==> src/rtl/brightness_pkg.sv <==
// Shared constants, coefficient-set type and helper functions for the
// brightness/contrast filter.
package brightness_pkg;

   localparam int PIPE_LAT     = 3;
   // Coefficient fields are sized for the widest supported configuration;
   // narrower gains are zero-extended and offsets sign-extended into them.
   localparam int GAIN_MAX_W   = 16;
   localparam int OFFSET_MAX_W = 17;

   typedef struct packed {
      logic [GAIN_MAX_W-1:0]   gain;
      logic [OFFSET_MAX_W-1:0] offset;   // two's complement
      logic                    bypass;
   } coe_set_t;

   function automatic int mid_grey(input int width);
      return 1 << (width - 1);
   endfunction

   function automatic int saturate(input int value, input int width);
      int max_v;
      max_v = (1 << width) - 1;
      if (value < 0)
         return 0;
      else if (value > max_v)
         return max_v;
      return value;
   endfunction

endpackage

==> src/rtl/brightness_contrast_if.sv <==
// Pixel stream and coefficient bus of the brightness/contrast filter.
interface brightness_contrast_if #(
   parameter int PIXEL_WIDTH = 8,
   parameter int COE_WIDTH   = 9
);
   logic [COE_WIDTH-1:0]         gain_i;
   logic signed [PIXEL_WIDTH:0]  offset_i;
   logic                         bypass_i;
   logic                         coe_wr_i;
   logic                         coe_pending_o;
   logic [PIXEL_WIDTH-1:0]       y_i, cb_i, cr_i;
   logic                         de_i, hs_i, vs_i;
   logic [PIXEL_WIDTH-1:0]       y_o, cb_o, cr_o;
   logic                         de_o, hs_o, vs_o;

   modport master (
      output gain_i, offset_i, bypass_i, coe_wr_i,
      output y_i, cb_i, cr_i, de_i, hs_i, vs_i,
      input  coe_pending_o,
      input  y_o, cb_o, cr_o, de_o, hs_o, vs_o
   );

   modport slave (
      input  gain_i, offset_i, bypass_i, coe_wr_i,
      input  y_i, cb_i, cr_i, de_i, hs_i, vs_i,
      output coe_pending_o,
      output y_o, cb_o, cr_o, de_o, hs_o, vs_o
   );
endinterface

==> src/rtl/brightness_alu.sv <==
// Three-stage luma datapath: centre on mid-grey, apply gain, round, add
// offset and saturate. Blanks on de and honours bypass from the snapshot.
module brightness_alu
   import brightness_pkg::*;
#(
   parameter int PIXEL_WIDTH = 8,
   parameter int COE_FRAC    = 7
) (
   input  logic                   clk,
   input  logic                   rst,
   input  logic [PIXEL_WIDTH-1:0] pix,
   input  coe_set_t               coe,
   input  logic                   de_s2,
   output logic [PIXEL_WIDTH-1:0] result
);

   localparam int P_W = PIXEL_WIDTH + GAIN_MAX_W + 2;
   localparam int S_W = P_W + 2;
   localparam logic signed [PIXEL_WIDTH:0] MID   = (PIXEL_WIDTH+1)'(mid_grey(PIXEL_WIDTH));
   localparam logic signed [P_W-1:0]       ROUND = P_W'(1 << (COE_FRAC - 1));

   logic signed [PIXEL_WIDTH:0]     d1;
   logic [PIXEL_WIDTH-1:0]          pix1, pix2;
   coe_set_t                        coe1;
   logic signed [P_W-1:0]           p2;
   logic signed [OFFSET_MAX_W-1:0]  off2;
   logic                            byp2;
   logic signed [P_W-1:0]           r;
   logic signed [S_W-1:0]           s;
   logic [PIXEL_WIDTH-1:0]          sat_y;

   // NOTE: every pipeline register uses <= so all stages sample the values
   // from before the edge; blocking here would collapse stages together.
   always_ff @(posedge clk) begin
      if (rst) begin
         d1     <= '0;
         pix1   <= '0;
         coe1   <= '0;
         p2     <= '0;
         off2   <= '0;
         byp2   <= 1'b0;
         pix2   <= '0;
         result <= '0;
      end else begin
         d1     <= $signed({1'b0, pix}) - MID;
         pix1   <= pix;
         coe1   <= coe;
         p2     <= P_W'(d1) * P_W'($signed({1'b0, coe1.gain}));
         off2   <= $signed(coe1.offset);
         byp2   <= coe1.bypass;
         pix2   <= pix1;
         result <= !de_s2 ? '0 : (byp2 ? pix2 : sat_y);
      end
   end

   // Round half up, then re-centre and add brightness with two guard bits.
   always_comb begin
      r     = (p2 + ROUND) >>> COE_FRAC;
      s     = S_W'(r) + S_W'(MID) + S_W'(off2);
      sat_y = PIXEL_WIDTH'(saturate(int'(s), PIXEL_WIDTH));
   end

endmodule

==> src/rtl/brightness_contrast.sv <==
// YCbCr brightness/contrast filter: frame-synchronous coefficient double
// buffer, vs boundary detector, luma datapath and matched chroma/sync delays.
module brightness_contrast
   import brightness_pkg::*;
#(
   parameter int PIXEL_WIDTH = 8,
   parameter int COE_WIDTH   = 9,
   parameter int COE_FRAC    = 7,
   parameter bit VS_ACTIVE   = 1'b1
) (
   input  logic           clk,
   input  logic           rst,
   brightness_contrast_if.slave bus
);

   localparam coe_set_t UNITY_SET = '{gain: GAIN_MAX_W'(1) << COE_FRAC, offset: '0, bypass: 1'b0};

   logic [COE_WIDTH-1:0]        gain_w;
   logic signed [PIXEL_WIDTH:0] offset_w;
   coe_set_t                    wr_set, pending_set, active_set, frame_set;
   logic                        pending_valid, vs_prev, boundary, apply;

   logic [PIXEL_WIDTH-1:0] cb_d [PIPE_LAT-1];
   logic [PIXEL_WIDTH-1:0] cr_d [PIPE_LAT-1];
   logic [2:0]             tm_d [PIPE_LAT-1];   // {de, hs, vs}

   assign gain_w   = bus.gain_i;
   assign offset_w = bus.offset_i;

   // NOTE: each signal written here gets a value on every path, so no latch.
   always_comb begin
      wr_set.gain   = GAIN_MAX_W'(gain_w);
      wr_set.offset = OFFSET_MAX_W'(offset_w);
      wr_set.bypass = bus.bypass_i;
      boundary      = (bus.vs_i == VS_ACTIVE) && (vs_prev != VS_ACTIVE);
      apply         = boundary && pending_valid;
      // The pixel sampled on the boundary cycle already uses the new set.
      frame_set     = apply ? pending_set : active_set;
   end

   // A write coinciding with the boundary lands in pending; the old pending
   // set is what gets promoted.
   always_ff @(posedge clk) begin
      if (rst) begin
         vs_prev       <= ~VS_ACTIVE;
         pending_valid <= 1'b0;
         pending_set   <= '0;
         active_set    <= UNITY_SET;
      end else begin
         vs_prev <= bus.vs_i;
         if (apply)
            active_set <= pending_set;
         if (bus.coe_wr_i) begin
            pending_set   <= wr_set;
            pending_valid <= 1'b1;
         end else if (boundary) begin
            pending_valid <= 1'b0;
         end
      end
   end

   assign bus.coe_pending_o = pending_valid;

   // NOTE: the delay lines are reset element by element so a reset flushes
   // the whole pipeline, not just the output stage.
   always_ff @(posedge clk) begin
      if (rst) begin
         for (int i = 0; i < PIPE_LAT-1; i++) begin
            cb_d[i] <= '0;
            cr_d[i] <= '0;
            tm_d[i] <= '0;
         end
         bus.cb_o <= '0;
         bus.cr_o <= '0;
         bus.de_o <= 1'b0;
         bus.hs_o <= 1'b0;
         bus.vs_o <= 1'b0;
      end else begin
         cb_d[0] <= bus.cb_i;
         cr_d[0] <= bus.cr_i;
         tm_d[0] <= {bus.de_i, bus.hs_i, bus.vs_i};
         for (int i = 1; i < PIPE_LAT-1; i++) begin
            cb_d[i] <= cb_d[i-1];
            cr_d[i] <= cr_d[i-1];
            tm_d[i] <= tm_d[i-1];
         end
         bus.cb_o <= tm_d[PIPE_LAT-2][2] ? cb_d[PIPE_LAT-2] : '0;
         bus.cr_o <= tm_d[PIPE_LAT-2][2] ? cr_d[PIPE_LAT-2] : '0;
         bus.de_o <= tm_d[PIPE_LAT-2][2];
         bus.hs_o <= tm_d[PIPE_LAT-2][1];
         bus.vs_o <= tm_d[PIPE_LAT-2][0];
      end
   end

   brightness_alu #(
      .PIXEL_WIDTH (PIXEL_WIDTH),
      .COE_FRAC    (COE_FRAC)
   ) u_alu (
      .clk    (clk),
      .rst    (rst),
      .pix    (bus.y_i),
      .coe    (frame_set),
      .de_s2  (tm_d[PIPE_LAT-2][2]),
      .result (bus.y_o)
   );

endmodule

==> src/flat_wrapper.sv <==
// flat-port wrapper written by rule: the top's interface ports become plain ports
module brightness_contrast_flat import brightness_pkg::*;
#(
   parameter int PIXEL_WIDTH = 8,
   parameter int COE_WIDTH   = 9,
   parameter int COE_FRAC    = 7,
   parameter bit VS_ACTIVE   = 1'b1
)
  (clk, rst, bus_gain_i, bus_offset_i, bus_bypass_i, bus_coe_wr_i, bus_y_i, bus_cb_i, bus_cr_i, bus_de_i, bus_hs_i, bus_vs_i, bus_coe_pending_o, bus_y_o, bus_cb_o, bus_cr_o, bus_de_o, bus_hs_o, bus_vs_o);
  brightness_contrast_if #(.PIXEL_WIDTH(PIXEL_WIDTH), .COE_WIDTH(COE_WIDTH)) bus_i ();
  input  logic clk;
  input  logic rst;
  input wire logic [$bits(bus_i.gain_i)-1:0] bus_gain_i;
  input wire logic [$bits(bus_i.offset_i)-1:0] bus_offset_i;
  input wire logic [$bits(bus_i.bypass_i)-1:0] bus_bypass_i;
  input wire logic [$bits(bus_i.coe_wr_i)-1:0] bus_coe_wr_i;
  input wire logic [$bits(bus_i.y_i)-1:0] bus_y_i;
  input wire logic [$bits(bus_i.cb_i)-1:0] bus_cb_i;
  input wire logic [$bits(bus_i.cr_i)-1:0] bus_cr_i;
  input wire logic [$bits(bus_i.de_i)-1:0] bus_de_i;
  input wire logic [$bits(bus_i.hs_i)-1:0] bus_hs_i;
  input wire logic [$bits(bus_i.vs_i)-1:0] bus_vs_i;
  output wire logic [$bits(bus_i.coe_pending_o)-1:0] bus_coe_pending_o;
  output wire logic [$bits(bus_i.y_o)-1:0] bus_y_o;
  output wire logic [$bits(bus_i.cb_o)-1:0] bus_cb_o;
  output wire logic [$bits(bus_i.cr_o)-1:0] bus_cr_o;
  output wire logic [$bits(bus_i.de_o)-1:0] bus_de_o;
  output wire logic [$bits(bus_i.hs_o)-1:0] bus_hs_o;
  output wire logic [$bits(bus_i.vs_o)-1:0] bus_vs_o;
  assign bus_i.gain_i = bus_gain_i;
  assign bus_i.offset_i = bus_offset_i;
  assign bus_i.bypass_i = bus_bypass_i;
  assign bus_i.coe_wr_i = bus_coe_wr_i;
  assign bus_i.y_i = bus_y_i;
  assign bus_i.cb_i = bus_cb_i;
  assign bus_i.cr_i = bus_cr_i;
  assign bus_i.de_i = bus_de_i;
  assign bus_i.hs_i = bus_hs_i;
  assign bus_i.vs_i = bus_vs_i;
  assign bus_coe_pending_o = bus_i.coe_pending_o;
  assign bus_y_o = bus_i.y_o;
  assign bus_cb_o = bus_i.cb_o;
  assign bus_cr_o = bus_i.cr_o;
  assign bus_de_o = bus_i.de_o;
  assign bus_hs_o = bus_i.hs_o;
  assign bus_vs_o = bus_i.vs_o;
  brightness_contrast #(.PIXEL_WIDTH(PIXEL_WIDTH), .COE_WIDTH(COE_WIDTH), .COE_FRAC(COE_FRAC), .VS_ACTIVE(VS_ACTIVE)) u_core (.clk(clk), .rst(rst), .bus(bus_i));
endmodule
==> config.mk <==
export PLATFORM = sky130hd
export DESIGN_NAME = brightness_contrast_flat
export DESIGN_NICKNAME = d
export VERILOG_FILES = /design/src/rtl/brightness_pkg.sv /design/src/rtl/brightness_contrast_if.sv /design/src/rtl/brightness_alu.sv /design/src/rtl/brightness_contrast.sv /design/src/flat_wrapper.sv
export SDC_FILE = /design/constraint.sdc
export NUM_CORES = 1
export LEC_CHECK = 0
export ABC_CLOCK_PERIOD_IN_PS = 13000
export BUFFER_PORTS_ARGS = -buffer_cell sky130_fd_sc_hd__buf_2
export CAP_MARGIN = 20
export CORE_MARGIN = 8
export CORE_UTILIZATION = 60
export CTS_BUF_LIST = sky130_fd_sc_hd__clkbuf_16
export CTS_CLUSTER_DIAMETER = 60
export DETAILED_ROUTE_END_ITERATION = 7
export PLACE_DENSITY = 0.8
export REMOVE_ABC_BUFFERS = 1
export SKIP_CTS_REPAIR_TIMING = 1
export SLEW_MARGIN = 25
export SYNTH_ARGS = -nofsm -noshare
export SYNTH_HDL_FRONTEND = slang
export SYNTH_SLANG_ARGS = --single-unit
==> constraint.sdc <==
create_clock -name clk -period 13 [get_ports clk]
set_input_delay 0.65 -clock clk [delete_from_list [all_inputs] [get_ports clk]]
set_output_delay 0.65 -clock clk [all_outputs]
set_load 0.1 [all_outputs]
**Yosys cells after proc, flatten, opt, wreduce, memory -nomap -nowiden**

Memory sizes are Yosys's and may differ from the RTL's. A register that Yosys moved wholly into a read port is not among the register bits.
Cells that the tools add are included.

- Latch bits: 0
- Register bits after elaboration: 135
- RAM bits: 38
- Memories: 3
- Bits of input ports: 49
- Output and inout port bits: 28
- Memory bits (read-only): 0

Memory list:

| name | words | width | rd ports | clocked after memory_dff | write ports | line | RTL |
|---|---|---|---|---|---|---|---|
| u_core.cb_d | 2 | 8 | 2 | 1 | 2 | brightness_contrast.sv:23 | `logic [PIXEL_WIDTH-1:0] cb_d [PIPE_LAT-1];` |
| u_core.cr_d | 2 | 8 | 2 | 1 | 2 | brightness_contrast.sv:24 | `logic [PIXEL_WIDTH-1:0] cr_d [PIPE_LAT-1];` |
| u_core.tm_d | 2 | 3 | 2 | 0 | 2 | brightness_contrast.sv:25 | `logic [2:0] tm_d [PIPE_LAT-1];` |

- Reduce and logical (&&, ||, !) cells: 4
- $lt $le $gt $ge: 2
- $mul: 1
- Shift operators: 0
- Eq/ne operators: 0
- Divide/modulo/power cells: 0
- Muxes and demuxes: 18
- Bitwise operators: 8
- Add/subtract/negate cells: 4

Operators with widths:

| operator | count |
|---|---|
| $mux W8 | 8 |
| $mux W34 | 1 |
| $add A26 B8 Y26 const B | 1 |
| $mul A9 B17 Y26 | 1 |
| $add A20 B9 Y21 | 1 |
| $gt A21 B9 Y1 const B | 1 |
| $lt A21 B1 Y1 const B | 1 |
| $add A19 B9 Y20 const B | 1 |
| $sub A8 B8 Y9 const B | 1 |
| $mux W1 | 7 |
| $mux W3 | 2 |
| $or A1 B1 Y1 | 6 |
| $logic_and A1 B1 Y1 | 2 |
| $not A1 Y1 | 2 |
| $reduce_bool A2 Y1 | 1 |
| $reduce_or A2 Y1 | 1 |

**Logic depth before layout (Yosys ltp)**

Gate-level depths: netlist of run 1.

- Depth in word-level cells: 8
- Depth in mapped cells: 22

**Modules after synthesis**

A second synthesis of run 1 with hierarchy kept.

- Cells, all modules: 1305
- Area, all modules: 12585.8 um2

Modules (own cells, without submodules):

| module | seq. area each (um2) | area each (um2) | cells an instance | instances |
|---|---|---|---|---|
| brightness_alu | 1941.9 | 9041.2 | 998 | 1 |
| brightness_contrast | 2222.1 | 3544.6 | 307 | 1 |

**Least setup slack after synthesis of run 1**

OpenSTA, ideal clock, no wires.

- Path kind: flip-flop to flip-flop
- Start point: register u_core.u_alu.d1[7]
- End point: register u_core.u_alu.p2[21]
- Path slack: 7.626 ns
- Stages on the path, launching flop included: 17
- Period minus slack after synthesis: 5.374 ns
- Data required time: 12.879 ns
- Arrival time: 5.253 ns
- Cells stage by stage: dfxtp_1 clkbuf_1 nand2b_1 fa_1 fa_1 inv_1 fa_1 fa_1 fa_1 ha_1 a21o_1 a2111oi_4 or3_4 a31oi_4 o41ai_4 o21ai_2 mux2_4

- Cells in the longest elaborated chain, start to end: 1

Ends and longest elaborated chain:

| element | line | RTL |
|---|---|---|
| start: declaration | brightness_alu.sv:22 | `logic signed [PIXEL_WIDTH:0] d1;` |
| start signal: assignment | brightness_alu.sv:45 | `d1 <= $signed({1'b0, pix}) - MID;` |
| $mul A9 B17 Y26 | brightness_alu.sv:48 | `p2 <= P_W'(d1) * P_W'($signed({1'b0, coe1.gain}));` |
| end signal: assignment | brightness_alu.sv:48 |  |
| end: declaration | brightness_alu.sv:25 | `logic signed [P_W-1:0] p2;` |

Every way passes these cells.
A chain may end at the register's enable or synchronous reset.

**Worst setup path after layout of run 1**

- Start point: register u_core.u_alu.d1[7]
- End point: register u_core.u_alu.p2[22]

The elaborated chain is that of the path after synthesis.

==> results.txt, run 1 <==
The setup-violating endpoint count in the final report is 0. After the last flow step, the layout net total stands at 1,227. Summing the areas of all xor and xnor instances in the mapped netlist gives 3.67% of the synthesized area. The max-cap check violation count came out at 0. The max-slew headroom at the worst pin came out at 39.6%.

For this run, the top clock speed supported by timing is 170 MHz. The number of iterations in the first detailed-routing pass came out at 5. Clock tree synthesis inserted a total of 17 buffers. The initial antenna violation count is 0.

The effective utilization at floorplan came out at 60.3%. The required time of the worst setup path came out at 13.31 ns. The fill cell instance count of the final layout is 1,209. The worst-case IR drop observed on VDD is 0.000135 V. At the placement stage, the worst setup path has a slack of 7.16 ns. The detail route stage leaves a number of antenna-violating nets equal to 0. The fraction of the mapped netlist area in compound gates is 9.62%. The data arrival time of the critical path came out at 6.18 ns. For this design, the slowest cell found on the critical path is dfxtp_1. The flow ran to the end, and the final reports show no timing, DRC or antenna violations. The dominant cell by count in the synthesized netlist is dfxtp_1.

The tightest min-delay check is of the in -> reg type. Adding up every negative setup slack in the final design gives 0 ns. Entering global routing, the biggest net connects 68 pins.

The detailed-route vias per instance came out at 5.44. The count of pins on the block boundary came out at 77. The cell at the root of the clock tree is clkbuf_16. For this run, design rule violations remaining after detail routing come to 0. In the synthesized netlist the dominant register cell turns out to be dfxtp_1.

The cell that appears most often on the critical path is fa_1. The number of instances in the synthesized netlist came out at 971. The later pin in the worst-skew pair is clocked with a latency of 0.42 ns. Setup slack closes at 7.13 ns.

The detailed router's first-iteration violation count came out at 447. The area of the core is 15,000 µm². The final-report hold violation count came out at 0. The placed instances occupy a cell area of 9520 µm². The half-perimeter wire length after placement came out at 13,600 µm. The level count of the clock H-tree came out at 4.

The largest buffer count on any clock path came out at 2. The area enclosed by the die boundary came out at 19,200 µm². The first-pass GRT wire length is 30,300 µm. After routing the design area is 10,100 µm².

The power per cell area came out at 104 nW/µm². In this run the static leakage power is 0.00486 µW. The share of synthesized area occupied by flip-flops and latches came out at 33.7%. In the synthesized netlist, the cells that appear most often are dfxtp_1 (152), nand2_1 (107), ha_1 (97). The number of global-route vias before repair came out at 6,582. Walking the worst path, the cells encountered are nand2b_1, fa_1, fa_1, inv_1, fa_1, fa_1, fa_1, ha_1, a21oi_1, nand2_1, o311ai_1, nand2_1, and4_1, o41ai_2, o21bai_1, mux2_2. The share of post-route cells with drive strength above 1 is 12.5%.

The flip-flop and latch count after synthesis is 152. After synthesis the cells add up to 9030 µm². The number of library cell types mapped by synthesis came out at 61. The largest fanout on the critical path came out at 26. The total global routing track utilization is 19.1%. The average wire per standard cell came out at 14.6 µm. The relative area change from synthesis to final layout came out at 11.3%. The worst setup path is captured at a flip-flop. CTS saw 152 sinks.

The async set-reset flop share out of synthesis came out at 0%. The count of inserted antenna diode cells is 0. TritonCTS built the clock tree. The wire length reported by the detailed router came out at 18,000 µm. The overall overflow remaining after global route is 0.

The cell family contributing the most delay on the critical path is adder cells. The type of the setup path with the least slack is reg -> reg. The synthesized area per cell is 9.30 µm². By area, the combinational part of the netlist is dominated by adder cells. The transition time at the pin with the least slew margin is 0.905 ns. The die height is 139 µm. STA classifies the critical path startpoint as a flip-flop. The number of pins with negative max-slew slack in the final report is 0.

The width of the die came out at 139 µm. At the end of routability-driven placement, the weighted congestion stood at 0.892. The number of warnings reported in the yosys synthesis log is 0. Summed over all instances, the cell type with the most area after synthesis is dfxtp_1. After clock tree synthesis, the clock-pin slew on the worst setup and hold paths is 0.06 ns.

Counting I/O delays and the setup requirement, the final critical path takes 5.87 ns. Setup repair after global routing left no endpoint under its margin. The proportion of synthesized area in mux cells came out at 2.74%.

The count of standard-cell rows came out at 45. The worst-case clock skew came out at 0.00590 ns. The largest single stage delay on the critical path is 0.91 ns. Of the total synthesized cell area, the portion taken by AND, OR, NAND and NOR gates is 20.1%. The number of port buffers came out at 76. The via total after detailed routing came out at 6,701. In the post-synthesis netlist, the biggest area contributors are dfxtp_1 (34%), ha_1 (13%), fa_1 (11%). The ratio of final minimum period to clock period is 45.1%. The adder-cell area share of the yosys netlist came out at 24.7%.

The area share of the largest cell type after synthesis came out at 33.7%. The buffer and inverter count on the worst path came out at 1. The number of enable flip-flop cells after synthesis came out at 0.
==> registers in the layout, summed over array words and instances (netlist names) <==
| register | flops |
|---|---|
| u_core.u_alu.p2 | 20 |
| u_core.bus.de_o | 1 |
| u_core.u_alu.coe1 | 9 |
| u_core.bus.cr_o | 8 |
| u_core.bus.vs_o | 1 |
| u_core.u_alu.byp2 | 1 |
| u_core.tm_d | 6 |
| u_core.u_alu.d1 | 8 |
| u_core.bus.cb_o | 8 |
| u_core.u_alu.pix1 | 1 |
| u_core.u_alu.pix2 | 8 |
| u_core.u_alu.off2 | 9 |
| u_core.cb_d | 16 |
| u_core.u_alu.result | 8 |
| u_core.pending_set | 19 |
| u_core.active_set | 11 |
| u_core.bus.coe_pending_o | 1 |
| u_core.bus.hs_o | 1 |
| u_core.cr_d | 16 |
==> layout by cell type (no fill, tap or decap), types with 3 or more instances in the layout <==
master / n
inv_1: 92
xnor2_1: 19
a21oi_1: 46
o21ai_0: 29
clkbuf_16: 17
inv_6: 3
dfxtp_1: 152
fa_1: 51
and3_1: 4
o21a_1: 7
nor2b_1: 77
nor3b_1: 3
and4_1: 3
ha_1: 97
nor2_1: 55
mux2i_1: 21
xor2_1: 17
nor4_1: 8
buf_2: 75
o211ai_1: 4
nor3_1: 10
a31oi_1: 3
a211oi_1: 3
buf_4: 3
nand2b_1: 19
nand3_1: 14
and2_1: 41
a21o_1: 8
clkinvlp_4: 6
or2_2: 3
nand2_1: 107
==> logic make-up (layout without fill, tap and decap cells) <==
kind of cell,count (synthesis),after routing
AO/OA/AOI/OAI,127,127
adder cells (fa/ha/maj),148,148
XOR/XNOR,37,37
flip-flops,152,152
buffers and inverters,129,201
AND/OR/NAND/NOR,354,354
multiplexers,24,24
==> final timing paths <==
check | start | end | slack, ns | depth (start not counted)
hold / removal | bus_y_i[7] | u_core.u_alu.d1[7] | 0.40 | 2
hold reg to reg | u_core.cr_d[1][3] | u_core.bus.cr_o[3] | 0.42 | 1
setup reg to reg | u_core.u_alu.d1[7] | u_core.u_alu.p2[22] | 7.13 | 16
setup / recovery | u_core.u_alu.d1[7] | u_core.u_alu.p2[22] | 7.13 | 16
==> through the flow <==
step / hold slack (ns) / std cells / total power, µW / utilization, %
5_1_grt: 0.398 / 1231 / 1090 / 67.1
6_report: 0.399 / 1231 / 1050 / 67.1
2_1_floorplan: 0.406 / 933 / 584 / -
4_1_cts: 0.388 / 1231 / 1050 / 67.1
3_5_place_dp: 0.411 / 1199 / 621 / 63.6
3_3_place_gp: 0.407 / 1199 / 617 / 63.6
==> area by class of cell <==
type	instances	area [µm²]	area share, %
repair buffers	78	398	3.96
inverters	91	342	3.40
clock inverters	15	104	1.03
clock buffers	17	425	4.23
well taps	188	235	2.34
multi-input cells	690	5510	54.8
flip-flops and latches	152	3040	30.3
==> per-layer routing <==
metal | up-vias | wire [µm] | GRT usage (%)
met3 | 42 | 1030 | 5.06
met1 | 3161 | 7880 | 22.6
li1 | 3290 | - | -
met2 | 208 | 8600 | 32.1
met5 | - | 0 | 0
met4 | 0 | 498 | 8.67
==> worst register-to-register path, stage by stage (launching register included) <==
cell and delay, ns:
dfxtp_1 0.91, nand2b_1 0.18, fa_1 0.54, fa_1 0.55, inv_1 0.05, fa_1 0.50, fa_1 0.57, fa_1 0.42
ha_1 0.37, a21oi_1 0.15, nand2_1 0.10, o311ai_1 0.24, nand2_1 0.11, and4_1 0.24, o41ai_2 0.38, o21bai_1 0.15
mux2_2 0.29
==> where the power goes <==
part | internal, µW | leakage (µW) | switching (µW) | total, µW
logic | 45.2 | 0.00337 | 67.4 | 113
registers | 484 | 0.00125 | 14.9 | 499
clock network | 243 | 0.000246 | 192 | 435
Note: power is estimated with default switching activity, not from simulation.
==> inputs of run 2 (changes only) <==
--- a/config.mk
+++ b/config.mk
@@ -5,7 +5,7 @@
 export SDC_FILE = /design/constraint.sdc
 export NUM_CORES = 1
 export LEC_CHECK = 0
-export ABC_CLOCK_PERIOD_IN_PS = 13000
+export ABC_CLOCK_PERIOD_IN_PS = 5810
 export BUFFER_PORTS_ARGS = -buffer_cell sky130_fd_sc_hd__buf_2
 export CAP_MARGIN = 20
 export CORE_MARGIN = 8
==> constraint.sdc (replaced) <==
create_clock -name clk -period 5.81 [get_ports clk]
set_input_delay 0.2905 -clock clk [delete_from_list [all_inputs] [get_ports clk]]
set_output_delay 0.2905 -clock clk [all_outputs]
set_load 0.1 [all_outputs]
==> results.txt, run 2 (synthesis results as in run 1) <==
Top library cells by usage in the layout, fill and taps aside: dfxtp_1 (152), nand2_1 (107), ha_1 (97), inv_1 (92), nor2b_1 (77) (unchanged). Series of cell instances along the critical path: nand2_1, fa_1, fa_1, inv_1, ha_1, inv_1, fa_1, inv_1, ha_1, nand4bb_1, nor2_1, fa_1, a21o_1, a21o_1, a2111oi_4, or3_4, a31oi_4, o41ai_4, o21ai_2, mux2_4 (was nand2b_1, fa_1, fa_1, inv_1, fa_1, fa_1, fa_1, ha_1, a21oi_1, nand2_1, o311ai_1, nand2_1, and4_1, o41ai_2, o21bai_1, mux2_2). The type of the setup path with the least slack was reg -> reg (unchanged). The share of post-route cells with drive strength above 1 came out at 12.6% (was 12.5%).

The width of the die came out at 139 µm (unchanged). The number of port buffers is 76 (unchanged). The area of the core was 15,000 µm² (unchanged).

The max-slew headroom at the worst pin is 39.6% (about the same). The setup-violating endpoint count in the final report came out at 0 (unchanged). The data arrival time of the critical path is 5.74 ns (was 6.18 ns). The ratio of final minimum period to clock period is 93.6% (was 45.1%). The first-pass GRT wire length came to 30,600 µm (was 30,300 µm). The die height came out at 139 µm (unchanged). The maximum number of pins on one net before global-route repair is 66 (was 68). The detailed router's first-iteration violation count came out at 351 (was 447). The combinational share of power is 10.4% (was 10.8%).

The delay of the slowest cell on the worst path came out at 0.52 ns (was 0.91 ns). The worst-case clock skew came to 0.0114 ns (was 0.00590 ns). The post-placement cell count is 1,202 (was 1,199). The largest fanout on the critical path came to 10 (was 26).

The clock period minus final worst setup slack came out at 5.44 ns (was 5.87 ns). The clock latency at the later pin of the worst-skew pair came to 0.42 ns (about the same). The count of cells along the worst register-to-register path is 20 (was 16).

The most frequent standard cell in the layout excluding fill and tap cells is dfxtp_1 (unchanged). The total global routing track utilization is 19.1% (about the same). The fill cell instance count of the final layout came out at 1,147 (was 1,209).

The critical path capture point type is a flip-flop (unchanged). The via total after detailed routing came to 6,606 (was 6,701). The startpoint of the worst setup timing path is u_core.u_alu.d1[2] (was u_core.u_alu.d1[7]). The number of global-route vias before repair came out at 6,492 (was 6,582).

The detailed-route vias per instance was 5.36 (was 5.44). The maximum vdd drop is 0.000205 V (was 0.000135 V). The TritonCTS clock tree was yes (unchanged).

The relative area change from synthesis to final layout is 12.3% (was 11.3%). The largest buffer count on any clock path came out at 2 (unchanged). The type of element launching the critical path was a flip-flop (unchanged). The endpoint of the lowest-slack register-to-register path is u_core.u_alu.p2[21] (was u_core.u_alu.p2[22]).

The worst hold margin is 0.0516 ns (was 0.399 ns). The worst setup path endpoint is u_core.u_alu.p2[21] (was u_core.u_alu.p2[22]). The total chip power came out at 2480 µW (was 1050 µW). The beginning of the worst register-to-register path is u_core.u_alu.d1[2] (was u_core.u_alu.d1[7]). The cell repeated most along the worst path is fa_1 (unchanged). The layout net count is 1,230 (was 1,227). The leakage dissipation came to 0.00492 µW (was 0.00486 µW). The setup TNS is 0 ns (unchanged). The minimum setup slack among reg-to-reg paths came out at 0.37 ns (was 7.13 ns). The cell at the root of the clock tree was clkbuf_16 (unchanged). The wire length reported by the detailed router came out at 17,900 µm (was 18,000 µm).

The slowest stage cell on the critical path is fa_1 (was dfxtp_1). The internal power was 1860 µW (was 773 µW). The overall overflow remaining after global route is 0 (unchanged). The path category of the worst min-delay check is in -> reg (unchanged). The transition time at the pin with the least slew margin is 0.896 ns (was 0.905 ns). The number of iterations in the first detailed-routing pass came to 8 (was 5). The count of inserted antenna diode cells is 0 (unchanged). The final-report hold violation count came out at 0 (unchanged). The proportion of total power due to net switching came out at 24.9% (was 26.2%). The required time of the worst setup path is 6.11 ns (was 13.31 ns). The half-perimeter wire length after placement was 13,700 µm (was 13,600 µm). Result of the run: completed (unchanged). The number of buffers created by CTS came out at 17 (unchanged). The antenna violation net count after detailed routing came to 0 (unchanged).

The average wire per standard cell was 14.6 µm (about the same). The top register by number of flip-flops is u_core.u_alu.p2 (unchanged). The post-route DRC violation count is 0 (unchanged).

The clock-pin transition on the worst setup and hold timing paths is 0.06 ns (about the same). The flip-flop count of the largest register, all copies and words added is 20 (unchanged). The max-cap check violation count is 0 (unchanged). The clock network power share is 44.8% (was 41.6%). The count of pins on the block boundary came out at 77 (unchanged).

The post-layout instance count excluding filler cells came out at 1,232 (was 1,231). The switching power was 616 µW (was 274 µW). The setup slack of the critical path after layout came to 0.372 ns (was 7.13 ns).

The placer's final routability congestion estimate is 0.894 (was 0.892). The number of pins with negative max-slew slack in the final report is 0 (unchanged). The power per cell area came to 244 nW/µm² (was 104 nW/µm²). The level count of the clock H-tree is 4 (unchanged). The portion of total power attributed to sequential cells is 44.8% (was 47.7%). The initial antenna violation count came out at 0 (unchanged). Unrepaired setup endpoints after global routing: no (unchanged).

The maximum clock frequency is 184 MHz (was 170 MHz). The number of sinks on the clock net came out at 152 (unchanged). Registers with the most flip-flops: u_core.u_alu.p2: 20 flops, u_core.pending_set: 19 flops (unchanged). The count of standard-cell rows is 45 (unchanged).

The effective utilization at floorplan came out at 60.3% (unchanged). The area enclosed by the die boundary came to 19,200 µm² (unchanged). The post-placement setup slack is 0.356 ns (was 7.16 ns).
## run 2: cell count changes in the layout (fill, tap and decap cells not counted), sizes merged
cell | before | now
buf | 78 | 81
clkinv | 4 | 3
bufinv | 0 | 3
clkinvlp | 6 | 2
## run 2: worst min path at each step
| stage | from | endpoint | cells after the start |
|---|---|---|---|
| after floorplan | rst | u_core.u_alu.d1[7] | 1 |
| after global placement | u_core.cr_d[1][5] | u_core.bus.cr_o[5] | 1 |
| after detailed placement | u_core.cr_d[1][2] | u_core.bus.cr_o[2] | 1 |
| after CTS | bus_y_i[7] | u_core.u_alu.d1[7] | 2 |
| after global routing | bus_hs_i | u_core.tm_d[0][1] | 2 |
| final | bus_y_i[7] | u_core.u_alu.d1[7] | 2 |
## run 2: routing by layer
layer	GRT usage, %	vias to the layer above	wire length [µm]
li1	-	3294	-
met1	23.7	3116	8100
met2	33.3	173	8640
met3	3.96	23	974
met4	4.62	0	231
met5	0	-	0
## run 2: worst max-delay path: cells and delay by family (launching register included)
family                     cells  cell delay [ns]
muxes                          1             0.30
and+or+nand+nor                4             0.58
adders and majority gates      6             2.49
DFF                            1             0.51
buffers and inverters          3             0.13
AOI/OAI and AO/OA              6             1.29
## run 2: metrics by stage
stage / area, µm² / utilization (%)
after global placement: 9540 / 63.7
after global routing: 10100 / 67.7
final: 10100 / 67.7
after CTS: 10100 / 67.7
after floorplan: 8890 / -
after detailed placement: 9540 / 63.7
## run 2: power groups by stage
stage	logic (µW)	clock network (µW)	registers (µW)
5_1_grt	289	1160	1120
6_report	257	1110	1110
2_1_floorplan	156	0	1150
4_1_cts	259	1120	1110
3_3_place_gp	250	0	1130
3_5_place_dp	256	0	1130
## run 2: area by class of cell
class / instances / area [µm²] / area share [%]
clock buffer: 17 / 425 / 4.19
clock inverter: 13 / 173 / 1.70
inverter: 91 / 342 / 3.37
multi-input combinational: 690 / 5500 / 54.3
sequential: 152 / 3040 / 30.0
tap: 188 / 235 / 2.32
timing repair buffer: 81 / 420 / 4.15
==> inputs of run 3 (changes only) <==
--- a/config.mk
+++ b/config.mk
@@ -15,6 +15,7 @@
 export DETAILED_ROUTE_END_ITERATION = 7
 export PLACE_DENSITY = 0.8
 export REMOVE_ABC_BUFFERS = 1
+export SETUP_SLACK_MARGIN = 0.4
 export SKIP_CTS_REPAIR_TIMING = 1
 export SLEW_MARGIN = 25
 export SYNTH_ARGS = -nofsm -noshare
==> results.txt, run 3 (synthesis results as in run 1) <==
Result of the run: completed (unchanged). The post-route DRC violation count was 0 (unchanged). The clock latency at the later pin of the worst-skew pair came out at 0.42 ns (about the same).

The maximum clock frequency came out at 190 MHz (was 184 MHz). The critical path capture point type is a flip-flop (unchanged). The number of pins with negative max-slew slack in the final report is 0 (unchanged). The switching power is 619 µW (was 616 µW). The effective utilization at floorplan came to 60.3% (unchanged). Registers with the most flip-flops: u_core.u_alu.p2: 20 flops, u_core.pending_set: 19 flops (unchanged). The cell at the root of the clock tree is clkbuf_16 (unchanged). The worst-case clock skew came to 0.0124 ns (was 0.0114 ns). Top library cells by usage in the layout, fill and taps aside: dfxtp_1 (136), nand2_1 (105), inv_1 (92), ha_1 (92), nor2b_1 (77) (was dfxtp_1 (152), nand2_1 (107), ha_1 (97), inv_1 (92), nor2b_1 (77)). The average wire per standard cell is 14.8 µm (was 14.6 µm).

The detailed-route vias per instance is 5.39 (was 5.36). The clock-pin transition on the worst setup and hold timing paths came out at 0.06 ns (about the same). The count of inserted antenna diode cells came out at 0 (unchanged).

The data arrival time of the critical path came out at 5.56 ns (was 5.74 ns). The post-placement cell count was 1,202 (unchanged). The power per cell area is 240 nW/µm² (was 244 nW/µm²). The largest buffer count on any clock path is 2 (unchanged). The ratio of final minimum period to clock period is 90.5% (was 93.6%). The number of global-route vias before repair is 6,492 (unchanged).

The relative area change from synthesis to final layout is 14.8% (was 12.3%). The path category of the worst min-delay check is in -> reg (unchanged). The type of the setup path with the least slack is reg -> reg (unchanged). Series of cell instances along the critical path: buf_4, buf_4, nand2_1, fa_1, inv_1, fa_1, fa_1, fa_1, fa_1, ha_4, a21o_1, a2111oi_4, or3_4, a31oi_4, o41ai_4, o21ai_2, mux2_4 (was nand2_1, fa_1, fa_1, inv_1, ha_1, inv_1, fa_1, inv_1, ha_1, nand4bb_1, nor2_1, fa_1, a21o_1, a21o_1, a2111oi_4, or3_4, a31oi_4, o41ai_4, o21ai_2, mux2_4). The cell depth of the worst min-delay path came out at 2 (unchanged). The clock network power share is 44.6% (was 44.8%).

The detailed router's first-iteration violation count came out at 361 (was 351). The flip-flop count of the largest register, all copies and words added came out at 20 (unchanged). The wire length reported by the detailed router came out at 18,500 µm (was 17,900 µm). The max-slew headroom at the worst pin came to 40.0% (was 39.6%). The number of sinks on the clock net came out at 152 (unchanged).

The area of the core was 15,000 µm² (unchanged). The initial antenna violation count came out at 0 (unchanged). The count of pins on the block boundary is 77 (unchanged). The area used by multi-input combinational logic came out at 5590 µm² (was 5500 µm²). The maximum number of pins on one net before global-route repair is 66 (unchanged). The count of standard-cell rows is 45 (unchanged).

The setup TNS came out at 0 ns (unchanged). The maximum vdd drop is 0.000205 V (about the same). The required time of the worst setup path is 6.11 ns (about the same).

The cell repeated most along the worst path is fa_1 (unchanged). The count of cells along the worst register-to-register path is 17 (was 20). The half-perimeter wire length after placement came out at 13,700 µm (unchanged). The proportion of total power due to net switching is 24.9% (about the same). The TritonCTS clock tree is yes (unchanged).

The post-layout instance count excluding filler cells came out at 1,246 (was 1,232). The number of port buffers is 76 (unchanged). The setup-violating endpoint count in the final report came out at 0 (unchanged). The die height was 139 µm (unchanged). The most frequent standard cell in the layout excluding fill and tap cells is dfxtp_1 (unchanged). The combinational share of power came to 10.8% (was 10.4%). The type of element launching the critical path is a flip-flop (unchanged). The area taken by flip-flops and latches is 3090 µm² (was 3040 µm²). The largest fanout on the critical path is 6 (was 10).

The area enclosed by the die boundary is 19,200 µm² (unchanged). The leakage dissipation is 0.00501 µW (was 0.00492 µW). The final-report hold violation count is 0 (unchanged). The share of post-route cells with drive strength above 1 is 16.3% (was 12.6%). The transition time at the pin with the least slew margin came to 0.890 ns (was 0.896 ns). The overall overflow remaining after global route came out at 0 (unchanged). The fill cell instance count of the final layout was 1,112 (was 1,147). The internal power came out at 1870 µW (was 1860 µW). The number of buffers created by CTS was 17 (unchanged).

The antenna violation net count after detailed routing is 0 (unchanged). The total global routing track utilization came out at 19.1% (unchanged). The width of the die came out at 139 µm (unchanged).

Unrepaired setup endpoints after global routing: no (unchanged). The clock period minus final worst setup slack came out at 5.26 ns (was 5.44 ns). The number of iterations in the first detailed-routing pass is 8 (unchanged).

The placer's final routability congestion estimate came to 0.894 (unchanged). The max-cap check violation count is 0 (unchanged). The delay of the slowest cell on the worst path came out at 0.53 ns (was 0.52 ns). The first-pass GRT wire length came out at 30,600 µm (unchanged). The layout net count was 1,244 (was 1,230). The via total after detailed routing came to 6,715 (was 6,606). The portion of total power attributed to sequential cells came out at 44.6% (was 44.8%). The level count of the clock H-tree came out at 4 (unchanged). The top register by number of flip-flops is u_core.u_alu.p2 (unchanged). The slowest stage cell on the critical path is fa_1 (unchanged).
run 3: cell count changes in the layout (fill, tap and decap cells not counted), moves of 4 or more:
cell     change
dfxtp_4      +9
ha_1         -5
dfxtp_1     -16
ha_4         +4
buf_4       +12
dfxtp_2      +7
run 3: final timing paths:
check                                   startpoint             endpoint  slack (ns)
worst max register to register  u_core.u_alu.d1[0]  u_core.u_alu.p2[21]        0.55
worst min-delay path                    bus_y_i[7]   u_core.u_alu.d1[7]        0.05
worst min register to register   u_core.cr_d[1][3]   u_core.bus.cr_o[3]        0.42
worst max-delay path            u_core.u_alu.d1[0]  u_core.u_alu.p2[21]        0.55
run 3: cell type report:
class	count	area share, %
Clock inverter	13	1.66
Sequential cell	152	29.7
Clock buffer	17	4.10
Multi-Input combinational cell	690	53.8
Inverter	91	3.29
Timing Repair Buffer	95	5.09
Tap cell	188	2.27
run 3: worst max-delay path: cells and delay by family (launching register included):
family / cells / cell delay (ns)
AO/OA/AOI/OAI: 5 / 1.20
multiplexers: 1 / 0.30
flip-flops: 1 / 0.39
adder cells (fa/ha/maj): 6 / 2.71
AND/OR/NAND/NOR: 2 / 0.26
buffers and inverters: 3 / 0.26
run 3: power by group through the flow:
stage	Sequential [µW]	Clock [µW]	Combinational (µW)
after global routing	1110	1160	299
final	1110	1110	268
after CTS	1110	1120	259
after global placement	1130	0	250
after floorplan	1150	0	156
after detailed placement	1130	0	256
run 3: per-stage QoR:
stage / power (µW) / worst slack [ns] / hold WS (ns) / util (%) / area (µm²)
floorplan: 1310 / 0.409 / 0.357 / - / 8890
global placement: 1380 / 0.439 / 0.408 / 63.7 / 9540
detailed placement: 1390 / 0.356 / 0.412 / 63.7 / 9540
CTS: 2490 / 0.349 / 0.0487 / 67.7 / 10100
global route: 2570 / 0.360 / 0.0667 / 69.3 / 10400
finish: 2490 / 0.554 / 0.0451 / 69.3 / 10400
run 3: metal layers:
metal	GRT usage (%)	vias to the layer above	routed length, µm
met2	33.3	182	9010
li1	-	3324	-
met3	3.96	25	980
met1	23.7	3184	8230
met4	4.62	0	233
met5	0	-	0
